[src/rtl/msk_aes_pkg.sv]
`default_nettype none
// +----------------------------------------------------------------------+
// | msk_aes_pkg: GF(2^8) helpers, InvMixColumns column function, FSM enc.  |
// | Revision: 1.0                                                          |
// +----------------------------------------------------------------------+
package msk_aes_pkg;

  localparam logic [8:0] c_gf_poly = 9'h11B;
  localparam logic [7:0] c_imc_0e  = 8'h0E;
  localparam logic [7:0] c_imc_0b  = 8'h0B;
  localparam logic [7:0] c_imc_0d  = 8'h0D;
  localparam logic [7:0] c_imc_09  = 8'h09;

  typedef enum logic [1:0] {
    ST_IDLE    = 2'd0,
    ST_COMPUTE = 2'd1,
    ST_DONE    = 2'd2
  } state_e;

  function automatic logic [7:0] xtime(input logic [7:0] a);
    return {a[6:0], 1'b0} ^ (a[7] ? c_gf_poly[7:0] : 8'h00);
  endfunction

  function automatic logic [7:0] gf_mul_const(input logic [7:0] a, input logic [7:0] k);
    logic [7:0] acc;
    logic [7:0] x;
    acc = '0;
    x   = a;
    for (int i = 0; i < 8; i++) begin
      if (k[i]) acc = acc ^ x;
      x = xtime(x);
    end
    return acc;
  endfunction

  // Column packed as four bytes, row 0 in bits [7:0]; coefficients rotate per row.
  function automatic logic [31:0] inv_mc_col(input logic [31:0] col);
    logic [7:0] a [4];
    logic [31:0] res;
    for (int r = 0; r < 4; r++) a[r] = col[8*r +: 8];
    res = '0;
    for (int r = 0; r < 4; r++) begin
      res[8*r +: 8] = gf_mul_const(a[r], c_imc_0e)
                    ^ gf_mul_const(a[(r+1)%4], c_imc_0b)
                    ^ gf_mul_const(a[(r+2)%4], c_imc_0d)
                    ^ gf_mul_const(a[(r+3)%4], c_imc_09);
    end
    return res;
  endfunction

  function automatic int share_bit_idx(input int d, input int byte_i, input int bit_b, input int share_s);
    return 8*d*byte_i + d*bit_b + share_s;
  endfunction

  function automatic int col_base(input int d, input int col_c);
    return 32*d*col_c;
  endfunction

endpackage
`default_nettype wire

[src/rtl/msk_aes_inv_mc_serial_if.sv]
`default_nettype none
// +----------------------------------------------------------------------+
// | msk_aes_inv_mc_serial_if: shared-state valid/ready bus                 |
// | Revision: 1.0                                                          |
// +----------------------------------------------------------------------+
interface msk_aes_inv_mc_serial_if #(
  parameter int d = 2
) ();
  logic             in_valid;
  logic             in_ready;
  logic [128*d-1:0] sh_state_in;
  logic             out_valid;
  logic             out_ready;
  logic [128*d-1:0] sh_state_out;
  logic             busy;

  modport master (
    output in_valid, sh_state_in, out_ready,
    input  in_ready, out_valid, sh_state_out, busy
  );

  modport slave (
    input  in_valid, sh_state_in, out_ready,
    output in_ready, out_valid, sh_state_out, busy
  );
endinterface
`default_nettype wire

[src/rtl/msk_aes_inv_mc_col.sv]
`default_nettype none
// +----------------------------------------------------------------------+
// | msk_aes_inv_mc_col: share-wise InvMixColumns on one shared column      |
// | Revision: 1.0                                                          |
// +----------------------------------------------------------------------+
module msk_aes_inv_mc_col
  import msk_aes_pkg::*;
#(
  parameter int d = 2
) (
  input  wire logic [32*d-1:0] i_col,
  output logic      [32*d-1:0] o_col
);

  // Each share is gathered, transformed and scattered on its own lanes only.
  for (genvar s = 0; s < d; s++) begin : g_share
    logic [31:0] w_plain;
    logic [31:0] w_res;

    for (genvar r = 0; r < 4; r++) begin : g_row
      for (genvar b = 0; b < 8; b++) begin : g_bit
        assign w_plain[8*r+b]                  = i_col[share_bit_idx(d, r, b, s)];
        assign o_col[share_bit_idx(d, r, b, s)] = w_res[8*r+b];
      end
    end

    assign w_res = inv_mc_col(w_plain);
  end

endmodule
`default_nettype wire

[src/rtl/msk_aes_inv_mc_serial.sv]
`default_nettype none
// +----------------------------------------------------------------------+
// | msk_aes_inv_mc_serial: masked InvMixColumns, one column per cycle      |
// | Revision: 1.0                                                          |
// +----------------------------------------------------------------------+
module msk_aes_inv_mc_serial
  import msk_aes_pkg::*;
#(
  parameter int d = 2
) (
  input  wire logic              clk,
  input  wire logic              rst_n,
  msk_aes_inv_mc_serial_if.slave bus
);

  state_e            r_fsm;
  state_e            w_fsm_nxt;
  logic [1:0]        r_col_cnt;
  logic [128*d-1:0]  r_state;
  logic [32*d-1:0]   w_col_in;
  logic [32*d-1:0]   w_col_out;
  logic              w_in_ready;
  logic              w_load;

  // Column select comes only from the registered counter.
  assign w_col_in = r_state[col_base(d, int'(r_col_cnt)) +: 32*d];

  msk_aes_inv_mc_col #(
    .d (d)
  ) u_col (
    .i_col (w_col_in),
    .o_col (w_col_out)
  );

  always_comb begin
    w_fsm_nxt  = r_fsm;
    w_in_ready = 1'b0;
    w_load     = 1'b0;
    case (r_fsm)
      ST_IDLE: begin
        w_in_ready = 1'b1;
        if (bus.in_valid) begin
          w_load    = 1'b1;
          w_fsm_nxt = ST_COMPUTE;
        end
      end
      ST_COMPUTE: begin
        if (r_col_cnt == 2'd3) w_fsm_nxt = ST_DONE;
      end
      ST_DONE: begin
        if (bus.out_ready) begin
          w_in_ready = 1'b1;
          if (bus.in_valid) begin
            w_load    = 1'b1;
            w_fsm_nxt = ST_COMPUTE;
          end else begin
            w_fsm_nxt = ST_IDLE;
          end
        end
      end
      default: w_fsm_nxt = ST_IDLE;
    endcase
  end

  always_ff @(posedge clk or negedge rst_n) begin
    if (!rst_n) begin
      r_fsm     <= ST_IDLE;
      r_col_cnt <= '0;
      r_state   <= '0;
    end else begin
      r_fsm <= w_fsm_nxt;
      if (w_load) begin
        r_state   <= bus.sh_state_in;
        r_col_cnt <= '0;
      end else if (r_fsm == ST_COMPUTE) begin
        r_state[col_base(d, int'(r_col_cnt)) +: 32*d] <= w_col_out;
        r_col_cnt <= r_col_cnt + 2'd1;
      end
    end
  end

  assign bus.in_ready     = w_in_ready;
  assign bus.out_valid    = (r_fsm == ST_DONE);
  assign bus.sh_state_out = r_state;
  assign bus.busy         = (r_fsm != ST_IDLE);

endmodule
`default_nettype wire

[src/flat_wrapper.sv]
// flat-port wrapper written by rule: the top's interface ports become plain ports
module msk_aes_inv_mc_serial_flat import msk_aes_pkg::*;
#(
  parameter int d = 2
)
  (clk, rst_n, bus_in_valid, bus_sh_state_in, bus_out_ready, bus_in_ready, bus_out_valid, bus_sh_state_out, bus_busy);
  msk_aes_inv_mc_serial_if #(.d(d)) bus_i ();
  input  wire logic clk;
  input  wire logic rst_n;
  input wire logic [$bits(bus_i.in_valid)-1:0] bus_in_valid;
  input wire logic [$bits(bus_i.sh_state_in)-1:0] bus_sh_state_in;
  input wire logic [$bits(bus_i.out_ready)-1:0] bus_out_ready;
  output wire logic [$bits(bus_i.in_ready)-1:0] bus_in_ready;
  output wire logic [$bits(bus_i.out_valid)-1:0] bus_out_valid;
  output wire logic [$bits(bus_i.sh_state_out)-1:0] bus_sh_state_out;
  output wire logic [$bits(bus_i.busy)-1:0] bus_busy;
  assign bus_i.in_valid = bus_in_valid;
  assign bus_i.sh_state_in = bus_sh_state_in;
  assign bus_i.out_ready = bus_out_ready;
  assign bus_in_ready = bus_i.in_ready;
  assign bus_out_valid = bus_i.out_valid;
  assign bus_sh_state_out = bus_i.sh_state_out;
  assign bus_busy = bus_i.busy;
  msk_aes_inv_mc_serial #(.d(d)) u_core (.clk(clk), .rst_n(rst_n), .bus(bus_i));
endmodule
[config.mk]
export PLATFORM = sky130hd
export DESIGN_NAME = msk_aes_inv_mc_serial_flat
export DESIGN_NICKNAME = d
export VERILOG_FILES = /design/src/rtl/msk_aes_pkg.sv /design/src/rtl/msk_aes_inv_mc_serial_if.sv /design/src/rtl/msk_aes_inv_mc_col.sv /design/src/rtl/msk_aes_inv_mc_serial.sv /design/src/flat_wrapper.sv
export SDC_FILE = /design/constraint.sdc
export NUM_CORES = 1
export LEC_CHECK = 0
export CORE_AREA = 2 2 200 202
export CTS_CLUSTER_DIAMETER = 50
export DETAILED_ROUTE_END_ITERATION = 10
export DIE_AREA = 0 0 202 204
export PLACE_DENSITY = 0.74
export RECOVER_POWER = 25
export SKIP_CTS_REPAIR_TIMING = 1
export SYNTH_ARGS = -nofsm -noshare
export SYNTH_HDL_FRONTEND = slang
export SYNTH_SLANG_ARGS = --single-unit
[constraint.sdc]
create_clock -name clk -period 4.43 [get_ports clk]
set_clock_uncertainty 0.05 [all_clocks]
set_input_delay 1.329 -clock clk [delete_from_list [all_inputs] [get_ports clk]]
set_output_delay 1.329 -clock clk [all_outputs]
set_load 0.05 [all_outputs]
==> results of run 1 <==
-- critical path, cell delays in order (launching register included) --
cell and delay, ns:
dfrtp_4 0.97, buf_12 0.24, mux4_2 0.72, xnor2_1 0.43, xnor3_1 0.33, xnor3_1 0.44
xnor2_1 0.55, o21ai_0 0.19
-- registers in the layout, indices dropped and copies added, names as in the netlist --
signal / count
u_core.bus.sh_state_out: 256
u_core.r_col_cnt: 2
u_core.r_fsm: 2
-- routing by layer --
| metal | up-vias | wire length [um] |
|---|---|---|
| met5 | - | 0 |
| met3 | 105 | 7550 |
| met4 | 0 | 1980 |
| li1 | 6075 | - |
| met1 | 7345 | 29400 |
| met2 | 1097 | 32300 |
-- stage by stage --
step	cell area, um2	cells	hold WS (ns)	util
2_1_floorplan	16500	1362	0.457	-
3_3_place_gp	22400	2343	0.466	0.571
3_5_place_dp	22400	2343	0.466	0.571
4_1_cts	23300	2396	0.491	0.595
5_1_grt	23300	2397	0.518	0.595
6_report	23300	2398	0.485	0.595
-- area by class of cell --
class	instances	area, um2	share of cell area
multi-input combinational	983	9490	0.407
sequential	260	6510	0.279
timing repair buffer	573	5690	0.244
clock buffer	40	860	0.0369
tap	525	657	0.0282
clock inverter	13	104	0.00445
inverter	2	7.51	0.000322
antenna	2	5.00	0.000215
-- how the worst min path moves through the flow --
stage / start / endpoint / slack [ns] / depth (start not counted)
6_report: u_core.bus.sh_state_out[204]$_DFFE_PN0P_ / u_core.bus.sh_state_out[204]$_DFFE_PN0P_ / 0.48 / 2
5_1_grt: u_core.bus.sh_state_out[102]$_DFFE_PN0P_ / u_core.bus.sh_state_out[102]$_DFFE_PN0P_ / 0.52 / 2
4_1_cts: u_core.bus.sh_state_out[4]$_DFFE_PN0P_ / u_core.bus.sh_state_out[4]$_DFFE_PN0P_ / 0.49 / 2
3_5_place_dp: u_core.bus.sh_state_out[36]$_DFFE_PN0P_ / u_core.bus.sh_state_out[36]$_DFFE_PN0P_ / 0.47 / 2
3_3_place_gp: u_core.bus.sh_state_out[44]$_DFFE_PN0P_ / u_core.bus.sh_state_out[44]$_DFFE_PN0P_ / 0.47 / 2
2_1_floorplan: u_core.r_fsm[0]$_DFFE_PN0P_ / u_core.r_fsm[1]$_DFFE_PN0P_ / 0.46 / 1
-- cells by family (layout without fill, tap and decap cells) --
kind of cell    after synthesis  after routing
buf+inv                     119            628
mux                          64             64
fa+ha+maj                     5              5
other cells                   0              2
simple gates                 18             18
xor+xnor                    377            377
flops                       260            260
compound gates              519            519
-- placed cells by master, fill, tap and decap left out, types with 6 or more instances in the layout --
| master | netlist | routed |
|---|---|---|
| a22oi_1 | 256 | 256 |
| buf_12 | 4 | 8 |
| buf_4 | 10 | 47 |
| clkbuf_16 | 0 | 31 |
| clkdlybuf4s50_1 | 0 | 516 |
| clkinv_2 | 0 | 6 |
| dfrtp_1 | 260 | 258 |
| mux4_2 | 62 | 62 |
| o21ai_0 | 193 | 193 |
| o21ai_1 | 65 | 65 |
| xnor2_1 | 209 | 209 |
| xnor2_2 | 18 | 18 |
| xnor2_4 | 6 | 6 |
| xnor3_1 | 55 | 55 |
| xnor3_2 | 7 | 7 |
| xor2_1 | 67 | 67 |
| xor2_2 | 9 | 9 |
==> metrics.yaml, run 1 <==
status:
  outcome: "finished with violations"
  failed_checks: "capacitance limit, slew limit"
synth:
  synthDistinctLibCells: 35
  yosysMostFrequentCell: "dfrtp_1"
  yosysTopAreaCell: "dfrtp_1"
  synth_compound_area_frac: 0.196
  ys_seq_elements: 260
  synth_ff_type: "dfrtp_1"
  synth-edff-count: 0
  synth_common_cells: "dfrtp_1, a22oi_1, xnor2_1"
  synth_fa_ha_area_frac: 0.00378
  synth_mux_area_frac: 0.0876
  synth_top_area_frac: 0.393
  synth_area_per_cell_um2: 12.1
  syn-num-nets: 1627
  async_flop_share: 1.00
  yosysSeqAreaShare: 0.393
  synth_area_leaders: "dfrtp_1, a22oi_1, xnor2_1, mux4_2, xnor3_1"
  synthCells: 1362
  synth-simple-area-share: 0.00605
  yosysWarningCount: 0
  synth_area_mm2: 0.0165
  synth_top_family_by_area: "XOR/XNOR gates"
  synth_xor_xnor_area_share: 0.276
final_layout:
  fin_nets: 2116
  fillers: 3172
  drive_gt1_frac: 0.119
  area_delta_synth_final_pct: 41.0
worst_setup_path:
  crit_type: "register to register"
  start_kind: "register"
  crit_path_end: "u_core.bus.sh_state_out[151]$_DFFE_PN0P_"
  worst_ep_arrival_time_ns: 4.49
  r2r-start: "u_core.r_col_cnt[0]$_DFFE_PN0P_"
  cp-startpoint: "u_core.r_col_cnt[0]$_DFFE_PN0P_"
  rrSetupSlack_ns: 0.33
  end_kind: "register"
  required_ns: 4.82
  crit_fanout: 35
  r2r_cells: 7
  worstReg2RegEnd: "u_core.bus.sh_state_out[151]$_DFFE_PN0P_"
hold_path:
  hp-class: "register to register"
timing:
  finalHoldViolations: 0
  final-setup-viol-count: 0
  post-route-period-util: 0.925
  tns_ns: 0
  layout_setup_ws_ns: 0.331
  rsz0062_at_grt: "false"
  fmaxAchievable_mhz: 244
  tightest_slew_ns: 2.94
  period_needed_ns: 4.10
  drv_slew: 107
  max-slew-margin-rel: -0.962
placement:
  port-buffer-count: 518
  dp_hpwl_um: 53900
  dp_slack_ns: 0.369
  gp_congestion: 1.00
clock_tree:
  insertion_delay_ns: 0.60
  clk_pin_slew_ns: 0.06
  cts_sinks: 260
  cts_buffers: 31
  clockBufferDepth: 3
  cts_root_buffer: "clkbuf_16"
  h-tree-depth: 1
  cts_tree: "done"
global_routing:
  busiest_layer: "met2"
  met1_usage: 0.489
  grt_pass1_wl_um: 103000
  grt_max_degree: 113
  grt_overflow: 0
  grt_use_total: 0.340
  antenna_found_initial: 1
  grt_pass1_vias: 14800
  met2_usage: 0.526
  use_met3: 0.0673
detailed_routing:
  vias: 14600
  drc: 0
  vias_per_cell: 6.10
  drt_wl_total_um: 71200
  wire_per_inst_um: 29.7
  drtAntennaViolNets: 0
  dr.first_iter.drc_count: 1490
  first_pass_iters: 6
die:
  start_util: 0.422
  core_mm2: 0.0392
  die_x_um: 202
  rows: 73
  floorplan.die_area_mm2: 0.0412
  io_pins: 519
  dieHeight_um: 204
job:
  drv_cap: 1
Power of run 1 is not shown: default switching activity piles up to over one toggle a cycle in this logic, so the estimate is an artifact.
==> inputs of run 2 (changes only) <==
ABC_CLOCK_PERIOD_IN_PS = 4430   (was default)
==> results of run 2 <==
Final layout, timing and power as in run 1 (identical DEF).
Power of run 2 is left out for the same reason.
